**config.mk**
```make
export PLATFORM = sky130hd
export DESIGN_NAME = plab5_mcore_sec_switch_ctrl_flat
export DESIGN_NICKNAME = d
export VERILOG_FILES = /design/src/rtl/plab5_mcore_sec_switch_ctrl_if.sv /design/src/rtl/plab5_mcore_sec_switch_ctrl.sv /design/src/flat_wrapper.sv
export SDC_FILE = /design/constraint.sdc
export NUM_CORES = 1
export LEC_CHECK = 0
export CAP_MARGIN = 20
export CELL_PAD_IN_SITES_DETAIL_PLACEMENT = 1
export CELL_PAD_IN_SITES_GLOBAL_PLACEMENT = 1
export CORE_MARGIN = 8
export CORE_UTILIZATION = 35
export CTS_BUF_LIST = sky130_fd_sc_hd__clkbuf_8
export DETAILED_ROUTE_END_ITERATION = 12
export PLACE_DENSITY_LB_ADDON = 0.05
export SYNTH_ARGS = -nofsm -noshare
export SYNTH_HDL_FRONTEND = slang
export SYNTH_SLANG_ARGS = --single-unit
export TNS_END_PERCENT = 20
```
**constraint.sdc**
```tcl
create_clock -name clk -period 4.2 [get_ports clk]
set_clock_uncertainty 0.05 [all_clocks]
set_input_delay 1.26 -clock clk [delete_from_list [all_inputs] [get_ports clk]]
set_output_delay 1.26 -clock clk [all_outputs]
set_load 0.05 [all_outputs]
```
**src/rtl/plab5_mcore_sec_switch_ctrl_if.sv**
```systemverilog
// rtl/plab5_mcore_sec_switch_ctrl_if.sv - handshake bundle between core, switch requester and network
interface plab5_mcore_sec_switch_ctrl_if;
  logic switch_req_val;
  logic switch_req_rdy;
  logic switch_req_level;
  logic switch_done;
  logic proc_req_val;
  logic proc_req_rdy;
  logic net_req_val;
  logic net_req_rdy;
  logic resp_val;
  logic resp_rdy;

  modport master (
    output switch_req_val, switch_req_level, proc_req_val, net_req_rdy, resp_val, resp_rdy,
    input  switch_req_rdy, switch_done, proc_req_rdy, net_req_val
  );

  modport slave (
    input  switch_req_val, switch_req_level, proc_req_val, net_req_rdy, resp_val, resp_rdy,
    output switch_req_rdy, switch_done, proc_req_rdy, net_req_val
  );
endinterface

```
**src/rtl/plab5_mcore_sec_switch_ctrl.sv**
```systemverilog
// rtl/plab5_mcore_sec_switch_ctrl.sv - security-level switch sequencer with request gating and drain
module plab5_mcore_sec_switch_ctrl #(
  parameter int p_max_outstanding = 4,
  parameter bit p_reset_level     = 1'b0,
  localparam int cw               = $clog2(p_max_outstanding + 1)
) (
  input  logic                               clk,
  input  logic                               reset,
  plab5_mcore_sec_switch_ctrl_if.slave       bus,
  output logic                               proc_sec_level,
  output logic [cw-1:0]                      outstanding,
  output logic                               err
);

  typedef enum logic [1:0] {
    ST_OPEN   = 2'd0,
    ST_DRAIN  = 2'd1,
    ST_SETTLE = 2'd2
  } state_t;

  localparam logic [cw-1:0] LP_MAX = cw'(p_max_outstanding);

  state_t        r_state;
  state_t        w_state_next;
  logic          r_level;
  logic          r_pending;
  logic [cw-1:0] r_count;
  logic          r_err;
  logic          w_open_ok;
  logic          w_req_fire;
  logic          w_resp_fire;
  logic          w_load_level;

  // A switch request on the wire already closes the gate, so no request slips in beside it.
  assign w_open_ok   = (r_state == ST_OPEN) & ~bus.switch_req_val & (r_count < LP_MAX);
  assign w_req_fire  = bus.proc_req_val & bus.net_req_rdy & w_open_ok;
  assign w_resp_fire = bus.resp_val & bus.resp_rdy;

  assign bus.net_req_val    = bus.proc_req_val & w_open_ok;
  assign bus.proc_req_rdy   = bus.net_req_rdy & w_open_ok;
  assign bus.switch_req_rdy = (r_state == ST_OPEN);
  assign bus.switch_done    = (r_state == ST_SETTLE);

  assign proc_sec_level = r_level;
  assign outstanding    = r_count;
  assign err            = r_err;

  always_comb begin
    w_state_next = r_state;
    w_load_level = 1'b0;
    case (r_state)
      ST_OPEN: begin
        if (bus.switch_req_val) begin
          w_state_next = (bus.switch_req_level != r_level) ? ST_DRAIN : ST_SETTLE;
        end
      end
      ST_DRAIN: begin
        if (r_count == '0) begin
          w_state_next = ST_SETTLE;
          w_load_level = 1'b1;
        end
      end
      ST_SETTLE: w_state_next = ST_OPEN;
      default:   w_state_next = ST_OPEN;
    endcase
  end

  always_ff @(posedge clk or negedge reset) begin
    if (!reset) begin
      r_state   <= ST_OPEN;
      r_level   <= p_reset_level;
      r_pending <= p_reset_level;
    end else begin
      r_state <= w_state_next;
      if ((r_state == ST_OPEN) && bus.switch_req_val) begin
        r_pending <= bus.switch_req_level;
      end
      if (w_load_level) begin
        r_level <= r_pending;
      end
    end
  end

  // Underflow leaves the count at zero and latches the error until reset.
  always_ff @(posedge clk or negedge reset) begin
    if (!reset) begin
      r_count <= '0;
      r_err   <= 1'b0;
    end else begin
      case ({w_req_fire, w_resp_fire})
        2'b10: r_count <= r_count + cw'(1);
        2'b01: begin
          if (r_count == '0) begin
            r_err <= 1'b1;
          end else begin
            r_count <= r_count - cw'(1);
          end
        end
        default: r_count <= r_count;
      endcase
    end
  end

endmodule

```
**src/flat_wrapper.sv**
```systemverilog
// flat-port wrapper written by rule: the top's interface ports become plain ports
module plab5_mcore_sec_switch_ctrl_flat 
#(
  parameter int p_max_outstanding = 4,
  parameter bit p_reset_level     = 1'b0,
  localparam int cw               = $clog2(p_max_outstanding + 1)
)
  (clk, reset, proc_sec_level, outstanding, err, bus_switch_req_val, bus_switch_req_level, bus_proc_req_val, bus_net_req_rdy, bus_resp_val, bus_resp_rdy, bus_switch_req_rdy, bus_switch_done, bus_proc_req_rdy, bus_net_req_val);
  plab5_mcore_sec_switch_ctrl_if bus_i ();
  input  logic clk;
  input  logic reset;
  output logic proc_sec_level;
  output logic [cw-1:0] outstanding;
  output logic err;
  input wire logic [$bits(bus_i.switch_req_val)-1:0] bus_switch_req_val;
  input wire logic [$bits(bus_i.switch_req_level)-1:0] bus_switch_req_level;
  input wire logic [$bits(bus_i.proc_req_val)-1:0] bus_proc_req_val;
  input wire logic [$bits(bus_i.net_req_rdy)-1:0] bus_net_req_rdy;
  input wire logic [$bits(bus_i.resp_val)-1:0] bus_resp_val;
  input wire logic [$bits(bus_i.resp_rdy)-1:0] bus_resp_rdy;
  output wire logic [$bits(bus_i.switch_req_rdy)-1:0] bus_switch_req_rdy;
  output wire logic [$bits(bus_i.switch_done)-1:0] bus_switch_done;
  output wire logic [$bits(bus_i.proc_req_rdy)-1:0] bus_proc_req_rdy;
  output wire logic [$bits(bus_i.net_req_val)-1:0] bus_net_req_val;
  assign bus_i.switch_req_val = bus_switch_req_val;
  assign bus_i.switch_req_level = bus_switch_req_level;
  assign bus_i.proc_req_val = bus_proc_req_val;
  assign bus_i.net_req_rdy = bus_net_req_rdy;
  assign bus_i.resp_val = bus_resp_val;
  assign bus_i.resp_rdy = bus_resp_rdy;
  assign bus_switch_req_rdy = bus_i.switch_req_rdy;
  assign bus_switch_done = bus_i.switch_done;
  assign bus_proc_req_rdy = bus_i.proc_req_rdy;
  assign bus_net_req_val = bus_i.net_req_val;
  plab5_mcore_sec_switch_ctrl #(.p_max_outstanding(p_max_outstanding), .p_reset_level(p_reset_level)) u_core (.clk(clk), .reset(reset), .bus(bus_i), .proc_sec_level(proc_sec_level), .outstanding(outstanding), .err(err));
endmodule
```
==> run summary <==
The run finished with clean final reports. The insertion delay of the later-clocked pin in the worst-skew pair is 0.22 ns. The final-layout worst hold slack is roughly 0.43 ns. The relative area change from synthesis to final layout came out at 52.3%. The number of distinct library cell variants in the gate-level netlist after synthesis came out at 23.

The number of pins exceeding their max-slew limit in the final report came out at 0. Clock-pin slew was measured on the worst setup and hold paths at 0.04 ns. The final count of hold timing violations is 0.

The fraction of power spent switching nets is a little under half. The share of post-route cells with drive strength above 1 came out at between 10% and 20%. Following the worst setup path forward leads to its endpoint at bus_proc_req_rdy. The period utilization came out at 91.7%.

The post-detailed-route count of antenna-violating nets came out at 0. The y dimension of the die is ~52 um. The maximum number of pins on one net before global-route repair came out at 9. The detailed router's first-iteration violation count is 5. The worst register-to-register path has a depth of 7. The number of global-route vias before repair is between 400 and 500. The net switching component of the power came out at 282 uW. The finished layout cell area is approximately 700 um^2. At the pin with the least slew margin, the transition time is 0.504 ns.

The worst register-to-register path ends at u_core.outstanding[2]$_DFFE_PN0P_. The setup slack of the most critical reg-to-reg path came out at 2.07 ns. The per-cell routed wire length is about 14 um. The floorplan step defined a core boundary enclosing roughly 1300 um^2. Per report_power, the sequential group accounts for roughly 28% of the total. The via count is about 420. The post-layout minimum cycle time is slightly below 4 ns. In this design, the stage delay of the slowest critical-path cell is around 0.46 ns.

The post-layout net count is 77. Dividing the detail-routed via count by the number of cells gives roughly 5.2. The top fanout value on the critical path is 4.

Setup repair after global routing left no endpoint under its margin. At the end of routability-driven placement, the weighted congestion stood at between 0.6 and 0.7. The first global-routing pass estimated between 1.5 and 2 mm of wire. The initial antenna violation count was 0. The floorplan has 13 rows.

The number of buffers inserted by hold repair at cts came out at 0. The gate count after technology mapping came out at 47. The total routing usage reported by global routing came out at 8.63%. The cell area after placement came out at between 600 and 700 um^2. STA classifies the critical path endpoint as an output port.

The cell count after placement came out at 78. The total wire length after detailed routing is between 1 and 1.5 mm. VDD sags by at most around 0.00048 V.

The die footprint came out at around 2700 um^2. The first-pass detailed-route iteration total came out at 2. The number of resized instances in the post-cts repair step came out at 0. The count of clock tree sinks came out at 8. The number of setup buffers added after CTS is 0. The residual overflow from global routing came out at 0. The total number of H-tree levels is 1.

The internal power came out at between 300 and 400 uW. The total leakage power is 0.281 nW. The combinational share of power came out at between 50% and 60%. In this run the critical register-to-register path is launched from u_core.outstanding[2]$_DFFE_PN0P_. The cell sitting at the root of the clock tree is a clkbuf_8. The number of clock buffers inserted by TritonCTS came out at 3. Cells fill between 50 and 60% of the core in the end. The critical path startpoint category is an input port. The fraction of power consumed by the clock network came out at between 10% and 20%. The number of warnings issued by yosys is 0. The path class of the tightest hold or removal check is reg -> reg.

The cell with the largest stage delay on the worst path is clkdlybuf4s50_1. For this configuration, the core starts out at a cell density of between 30% and 40%. The data arrival time of the critical path is about 2.5 ns. In this run the cell area of the synthesized design comes to about 460 um^2. The post-placement worst setup slack came out at approximately 0.35 ns. The antenna diode count is 0. The number of max-cap violations is 0. In the final layout, the multi-input gates occupy ~260 um^2. The power per cell area came out at approximately 860 nW/um^2.

The DRC violation count after routing came out at 0. The highest clock frequency the design can meet came out at between 200 and 300 MHz. The critical path startpoint is bus_switch_req_val. Port buffering added 16 buffers. 17 I/O pins were placed. The class of the most critical setup path is in -> out. The average instance in the mapped netlist occupies approximately 10 um^2. The proportion of synthesized chip area in sequential cells is about 44%. The required time reported for the critical path endpoint is 2.89 ns. TritonCTS built the clock tree.

Registers take 200 um^2. The synthesized netlist net count came out at 56. The number of filler cells placed in the layout is about 150. Walking the worst path, the cells encountered are clkdlybuf4s50_1, nor4_1, and2_1, buf_12.

Detailed placement finished with a half-perimeter wire length of ~990 um. The worst relative slew slack came out at roughly two thirds. The final number of setup-violating endpoints came out at 0. The maximum root-to-sink buffer count is 2. The worst setup margin came out at approximately 0.35 ns. Setup total negative slack on the finished layout was measured at 0 ns.

The horizontal extent of the die is between 50 and 60 um. Synthesis inferred 8 register bits. The finished layout holds 81 standard cells, fillers aside. The total power draw came out at roughly 600 uW.
## critical path, delay by kind of cell
kind	cells	cell delay, ns
AND/OR/NAND/NOR	2	0.68
buffers and inverters	2	0.61
## area by class of cell
cell class	count	area share, %
Tap cell	15	2.68
Multi-Input combinational cell	39	37.0
Timing Repair Buffer	16	25.8
Clock buffer	3	5.90
Sequential cell	8	28.6
## worst min-delay path by stage
stage                                       from                           end  slack (ns)  cells past startpoint
floorplan           u_core.r_pending$_DFFE_PN0P_  u_core.r_pending$_DFFE_PN0P_        0.42                      1
global placement          u_core.err$_DFFE_PN0P_        u_core.err$_DFFE_PN0P_        0.43                      1
detailed placement        u_core.err$_DFFE_PN0P_        u_core.err$_DFFE_PN0P_        0.43                      1
CTS                       u_core.err$_DFFE_PN0P_        u_core.err$_DFFE_PN0P_        0.44                      1
global route              u_core.err$_DFFE_PN0P_        u_core.err$_DFFE_PN0P_        0.45                      1
finish                    u_core.err$_DFFE_PN0P_        u_core.err$_DFFE_PN0P_        0.43                      1
## placed cells by master (no fill, tap or decap), types with 3 or more instances in the layout
cell             instances
and2_1                   3
clkbuf_8                 3
clkdlybuf4s50_1         14
dfrtp_1                  8
nand2_1                  3
nand3_1                  3
nor2_1                   4
nor2b_1                  3
## synth_stat cells (all sizes together)
library cell  instances  area, um^2
dfrtp                 8         200
nor2                  4        15.0
and2                  3        18.8
nand2                 3        11.3
nand3                 3        15.0
nor2b                 3        18.8
o21ai                 3        15.0
mux2                  2        22.5
nor3                  2        10.0
nor3b                 2        15.0
or3                   2        12.5
xnor2                 2        17.5
a21boi                1        7.51
a21oi                 1        5.00
a22oi                 1        7.51
a32o                  1        10.0
a41o                  1        10.0
ha                    1        12.5
nor4                  1        6.26
o21ba                 1        10.0
o21bai                1        7.51
or4                   1        11.3
## state kept, by name (all words and copies together), names as in the netlist
signal                 cells
u_core.err                 1
u_core.outstanding         3
u_core.proc_sec_level      1
u_core.r_pending           1
u_core.r_state             2
## power groups by stage
stage | logic (mW) | clock network [mW] | registers (mW)
finish | 0.346 | 0.0860 | 0.167
global route | 0.365 | 0.0932 | 0.176
CTS | 0.351 | 0.0889 | 0.168
detailed placement | 0.349 | 0 | 0.169
global placement | 0.346 | 0 | 0.167
floorplan | 0.155 | 0 | 0.235
## logic make-up after synthesis
family / after synthesis / synth area share [%]
xor gates and xnor gates: 2 / 3.82
AOI/OAI and AO/OA: 10 / 15.8
DFF: 8 / 43.6
muxes: 2 / 4.90
and+or+nand+nor: 24 / 29.2
adders and majority gates: 1 / 2.72
## metal layers
metal,wire [um],global-route usage [%]
met5,0,0
met4,0,3.88
met3,62,1.42
met2,543,14.4
met1,552,10.6
Note: power is estimated with default switching activity, not from simulation.
